File: config.mk
export PLATFORM = sky130hd
export DESIGN_NAME = uart_tx
export DESIGN_NICKNAME = d
export VERILOG_FILES = /design/src/rtl/uart_tx.sv
export SDC_FILE = /design/constraint.sdc
export NUM_CORES = 1
export LEC_CHECK = 0
export CORE_ASPECT_RATIO = 0.8
export CORE_MARGIN = 2
export CORE_UTILIZATION = 40
export CTS_CLUSTER_DIAMETER = 80
export DETAILED_ROUTE_END_ITERATION = 8
export PLACE_DENSITY = 0.71
export SETUP_SLACK_MARGIN = 0.1
export SLEW_MARGIN = 20
export SYNTH_ARGS = -nofsm -noshare
export SYNTH_HDL_FRONTEND = slang
export SYNTH_SLANG_ARGS = --single-unit
File: constraint.sdc
create_clock -name clk -period 2.6 [get_ports clk]
set_clock_uncertainty 0.05 [all_clocks]
set_input_delay 0.78 -clock clk [delete_from_list [all_inputs] [get_ports clk]]
set_output_delay 0.78 -clock clk [all_outputs]
set_load 0.01 [all_outputs]
File: src/rtl/uart_tx.sv
// UART transmitter: small input FIFO feeding an LSB-first serialiser
// (start, data, optional parity, stop bits), paced by an external baud_tick strobe.
module uart_tx #(
    parameter int DATA_WIDTH = 8,
    parameter int FIFO_DEPTH = 4,
    parameter int PARITY_EN  = 0,
    parameter int PARITY_ODD = 0,
    parameter int STOP_BITS  = 1
) (
    input  logic                            clk,
    input  logic                            reset,
    input  logic                            baud_tick,
    input  logic [DATA_WIDTH-1:0]           tx_data,
    input  logic                            tx_valid,
    output logic                            tx_ready,
    output logic                            tx_serial,
    output logic                            tx_busy,
    output logic                            tx_done,
    output logic [$clog2(FIFO_DEPTH+1)-1:0] fifo_count,
    output logic [2:0]                      o_dbg_state
);
    localparam int CW = $clog2(FIFO_DEPTH + 1);
    localparam int AW = $clog2(FIFO_DEPTH);
    localparam int BW = (DATA_WIDTH > 1) ? $clog2(DATA_WIDTH) : 1;

    typedef enum logic [2:0] {
        S_IDLE   = 3'd0,
        S_START  = 3'd1,
        S_DATA   = 3'd2,
        S_PARITY = 3'd3,
        S_STOP   = 3'd4
    } state_t;

    state_t                r_state, w_state_nxt;
    logic [DATA_WIDTH-1:0] r_mem [FIFO_DEPTH];
    logic [AW-1:0]         r_wr_ptr, r_rd_ptr;
    logic [CW-1:0]         r_count;
    logic [DATA_WIDTH-1:0] r_shift, w_shift_nxt;
    logic                  r_parity, w_parity_nxt;
    logic [BW-1:0]         r_bit_idx, w_bit_idx_nxt;
    logic                  r_stop_cnt, w_stop_cnt_nxt;
    logic                  r_serial, w_serial_nxt;
    logic                  r_done, w_done_nxt;
    logic                  w_push, w_pop, w_full, w_empty;

    // Handshake: a word transfers on any rising edge where tx_valid && tx_ready;
    // tx_ready depends only on the registered count, so a same-cycle pop never frees a slot.
    assign w_full  = (r_count == CW'(FIFO_DEPTH));
    assign w_empty = (r_count == '0);
    assign w_push  = tx_valid && !w_full;

    always_ff @(posedge clk) begin
        if (reset) begin
            r_wr_ptr <= '0;
            r_rd_ptr <= '0;
            r_count  <= '0;
        end else begin
            if (w_push) begin
                r_mem[r_wr_ptr] <= tx_data;
                r_wr_ptr        <= r_wr_ptr + AW'(1);
            end
            if (w_pop) begin
                r_rd_ptr <= r_rd_ptr + AW'(1);
            end
            case ({w_push, w_pop})
                2'b10:   r_count <= r_count + CW'(1);
                2'b01:   r_count <= r_count - CW'(1);
                default: r_count <= r_count;
            endcase
        end
    end

    always_ff @(posedge clk) begin
        if (reset) begin
            r_state    <= S_IDLE;
            r_shift    <= '0;
            r_parity   <= 1'b0;
            r_bit_idx  <= '0;
            r_stop_cnt <= 1'b0;
            r_serial   <= 1'b1;
            r_done     <= 1'b0;
        end else begin
            r_state    <= w_state_nxt;
            r_shift    <= w_shift_nxt;
            r_parity   <= w_parity_nxt;
            r_bit_idx  <= w_bit_idx_nxt;
            r_stop_cnt <= w_stop_cnt_nxt;
            r_serial   <= w_serial_nxt;
            r_done     <= w_done_nxt;
        end
    end

    always_comb begin
        w_state_nxt    = r_state;
        w_shift_nxt    = r_shift;
        w_parity_nxt   = r_parity;
        w_bit_idx_nxt  = r_bit_idx;
        w_stop_cnt_nxt = r_stop_cnt;
        w_serial_nxt   = r_serial;
        w_done_nxt     = 1'b0;
        w_pop          = 1'b0;
        if (baud_tick) begin
            case (r_state)
                S_IDLE: begin
                    if (!w_empty) begin
                        w_pop        = 1'b1;
                        w_serial_nxt = 1'b0;
                        w_state_nxt  = S_START;
                    end
                end
                S_START: begin
                    w_serial_nxt  = r_shift[0];
                    w_bit_idx_nxt = '0;
                    w_state_nxt   = S_DATA;
                end
                S_DATA: begin
                    if (r_bit_idx == BW'(DATA_WIDTH - 1)) begin
                        w_stop_cnt_nxt = 1'b0;
                        if (PARITY_EN != 0) begin
                            w_serial_nxt = r_parity;
                            w_state_nxt  = S_PARITY;
                        end else begin
                            w_serial_nxt = 1'b1;
                            w_state_nxt  = S_STOP;
                        end
                    end else begin
                        // Shift so the bit on the line is always r_shift[0]
                        w_bit_idx_nxt = r_bit_idx + BW'(1);
                        w_shift_nxt   = r_shift >> 1;
                        w_serial_nxt  = r_shift[1];
                    end
                end
                S_PARITY: begin
                    w_serial_nxt   = 1'b1;
                    w_stop_cnt_nxt = 1'b0;
                    w_state_nxt    = S_STOP;
                end
                S_STOP: begin
                    if (r_stop_cnt == 1'(STOP_BITS - 1)) begin
                        w_done_nxt = 1'b1;
                        if (!w_empty) begin
                            w_pop        = 1'b1;
                            w_serial_nxt = 1'b0;
                            w_state_nxt  = S_START;
                        end else begin
                            w_serial_nxt = 1'b1;
                            w_state_nxt  = S_IDLE;
                        end
                    end else begin
                        w_stop_cnt_nxt = 1'b1;
                    end
                end
                default: begin
                    w_serial_nxt = 1'b1;
                    w_state_nxt  = S_IDLE;
                end
            endcase
        end
        // Capture the word and its parity at pop so later FIFO writes cannot disturb the frame
        if (w_pop) begin
            w_shift_nxt  = r_mem[r_rd_ptr];
            w_parity_nxt = (^r_mem[r_rd_ptr]) ^ (PARITY_ODD != 0);
        end
    end

    always_comb begin
        tx_serial   = r_serial;
        tx_done     = r_done;
        tx_busy     = (r_state != S_IDLE);
        tx_ready    = !w_full;
        fifo_count  = r_count;
        o_dbg_state = r_state;
    end
endmodule

==> impl_metrics.json, run 1 <==
{
  "routedWlPerCell_um": 13.4,
  "place_ws_ns": -0.161,
  "ys_ff_latch": 57,
  "drtIter0Drc": 46,
  "seqPwrFrac_pct": 43.2,
  "initial_core_util_pct": 41.0,
  "irDropWorstVdd_v": 0.000455,
  "setup_viol": 0,
  "numPortBuffers": 21,
  "grt_max_degree": 25,
  "r2r_cells": 8,
  "max_freq_ghz": 0.408,
  "worstPathRequired_ns": 1.77,
  "setup_slack_ns": 0.150,
  "cts_inserted_buffers": 9,
  "postSynthAreaPerCell_um2": 13.6,
  "place.gp.congestion": 0.754,
  "yosys_warnings": 0,
  "end_kind": "output port",
  "synth_edf_count": 32,
  "worstHoldPathType": "reg -> reg",
  "min_period_ns": 2.45,
  "finalCritPeriodShare_pct": 94.2,
  "ctsRootBufferMaster": "clkbuf_8",
  "synthTopCellsByCount": "edfxtp_1, dfxtp_1, nor2_1",
  "layout.nets": 227,
  "slew_headroom_pct": 63.0,
  "grt_overflow_total": 0,
  "whs_endpoint": "r_bit_idx[1]",
  "r2r_end": "fifo_count[2]",
  "synth_cell_types": 40,
  "grt_pass1_wl_um": 6500,
  "synthCells": 176,
  "crit_slowest_cell": "clkdlybuf4s50_1",
  "die_height_um": 73.2,
  "drive_gt1_share_pct": 19.3,
  "insertion_delay_ns": 0.34,
  "regToRegSetupSlack_ns": 0.39,
  "grt_use_total_pct": 13.6,
  "nFillCells": 527,
  "drt_pass1_iterations": 4,
  "drc": 0,
  "dieWidth_um": 90.6,
  "hold_viol": 0,
  "core_area_um2": 5850,
  "synth_largest_area_cell": "edfxtp_1",
  "post-dp-hpwl_um": 2640,
  "yosysTopAreaCellShare_pct": 40.1,
  "vias_per_cell": 4.83,
  "p_int_uw": 2010,
  "syn_to_final_growth_pct": 22.9,
  "antenna_found_initial": 0,
  "vias": 1415,
  "dp_cells": 277,
  "maxCapViolations": 0,
  "postCtsSetupBuffers": 0,
  "combPwrFrac_pct": 24.1,
  "cp-start-kind": "flip-flop",
  "whs_path_depth": 2,
  "crit_path_max_fanout": 5,
  "tritoncts": "yes",
  "holdCritStartpoint": "r_bit_idx[1]",
  "rsz0062_at_grt": "no",
  "cts_max_path_buffers": 2,
  "htreeDepth": 3,
  "power_leakage_uw": 0.00103,
  "num_antenna_cells": 0,
  "ant_nets": 0,
  "row_count": 25,
  "wirelength_um": 3920,
  "crit_arrival_ns": 1.62,
  "tightestPinTransition_ns": 0.554,
  "timing.rr.start": "fifo_count[0]",
  "ios": 22,
  "hold-worst-slack_ns": 0.409,
  "swShare_pct": 28.8,
  "criticalPathCategory": "reg -> out",
  "cts_sinks": 57,
  "crit_chain": "or3b_1 -> clkdlybuf4s50_1",
  "die-area_um2": 6630,
  "synth_area_leaders": "edfxtp_1, dfxtp_1, mux4_2",
  "yosysSeqAreaShare_pct": 61.0,
  "status": "complete, no violations",
  "p_sw_uw": 811,
  "pwr-share-clk_pct": 32.7,
  "synthFlopType": "edfxtp_1",
  "final-max-slew-violation-count": 0,
  "ys_async_sr_fraction_pct": 0,
  "cpPeakStageDelay_ns": 0.50,
  "grt_pass1_vias": 1350,
  "power.density_nw_per_um2": 956,
  "syn_nets": 196,
  "syn-cell-area_um2": 2400,
  "clk_pin_slew_ns": 0.07,
  "stdcell_count": 293,
  "yosysMostFrequentCell": "edfxtp_1"
}
[power by group through the flow]
| stage | logic, uW | registers (uW) | clock network, uW |
|---|---|---|---|
| global placement | 675 | 1230 | 0 |
| detailed placement | 682 | 1240 | 0 |
| CTS | 687 | 1220 | 947 |
| floorplan | 533 | 1180 | 0 |
| finish | 679 | 1220 | 921 |
| global route | 755 | 1240 | 980 |
[logic make-up (layout without fill, tap and decap cells)]
family                     Yosys count  count (layout)  share of synthesized area, %
muxes                               16              16                          10.9
buffers and inverters               17              53                          4.12
AOI/OAI and AO/OA                   27              27                          7.46
xor gates and xnor gates             5               5                          1.83
DFF                                 57              57                          61.0
adders and majority gates            8               8                          4.49
and+or+nand+nor                     46              46                          10.3
[registers in the layout, indices dropped and copies added (netlist names), named ones only]
signal and count:
r_mem 32, r_shift 8, fifo_count 3, o_dbg_state 3
r_bit_idx 3, r_rd_ptr 2, r_wr_ptr 2, tx_done 1
tx_serial 1
[through the flow]
step           area (um^2)  total power (uW)  TNS [ns]  utilization [%]
4_1_cts               2940              2850         0             50.2
3_5_place_dp          2710              1920    -0.161             46.4
5_1_grt               2950              2980         0             50.4
2_1_floorplan         2400              1710         0                -
6_report              2950              2820         0             50.4
3_3_place_gp          2710              1910    -0.138             46.4
[per-layer routing]
metal	track usage [%]	part of all wire, %
met2	20.3	46
met5	0	0
met4	6.15	1.5
met1	16.4	46
met3	7.13	6.1
[worst max-delay path by stage]
stage / from / to / depth (start not counted)
floorplan: baud_tick / fifo_count[2] / 10
global placement: baud_tick / fifo_count[2] / 9
detailed placement: baud_tick / fifo_count[2] / 9
CTS: fifo_count[2] / tx_ready / 2
global route: fifo_count[0] / tx_ready / 2
finish: fifo_count[0] / tx_ready / 2
[layout make-up]
type | instances | area, um^2 | share of cell area (%)
inverters | 7 | 26.3 | 0.892
clock inverters | 7 | 104 | 3.53
well taps | 81 | 101 | 3.44
repair buffers | 30 | 280 | 9.52
multi-input cells | 102 | 845 | 28.7
flip-flops and latches | 57 | 1470 | 49.7
clock buffers | 9 | 124 | 4.21
[worst max-delay path: cells and delay by family (launching register included)]
| family | cells | cell delay (ns) |
|---|---|---|
| buffers and inverters | 1 | 0.50 |
| DFF | 1 | 0.35 |
| and+or+nand+nor | 1 | 0.43 |
[layout by cell type (no fill, tap or decap), drive strengths merged, types with 2 or more instances in the layout]
master | synthesis | routed
or3 | 2 | 2
xor2 | 4 | 4
clkinv | 0 | 4
o2111ai | 2 | 2
nor3b | 2 | 2
and2 | 5 | 5
nor2 | 19 | 19
ha | 7 | 7
mux2i | 8 | 8
o21ai | 4 | 4
a211oi | 7 | 7
a21oi | 7 | 7
nand3 | 2 | 2
edfxtp | 32 | 32
buf | 6 | 9
clkdlybuf4s50 | 0 | 20
clkbuf | 4 | 9
nor2b | 2 | 2
o211ai | 2 | 2
o31ai | 2 | 2
dfxtp | 25 | 25
bufinv | 0 | 2
inv | 7 | 8
nand2 | 7 | 7
mux4 | 8 | 8
[what timing repair did]
action,in CTS,in global routing
resized for setup,0,4
hold buffers,0,0
endpoints found under the setup margin,0,3
Note: power is estimated with default switching activity, not from simulation.
==> run 2, diff against run 1 <==
Settings changed: CAP_MARGIN set to 20.
==> results of run 2 <==
The final DEF is identical to that of run 1; final timing and power are the same.
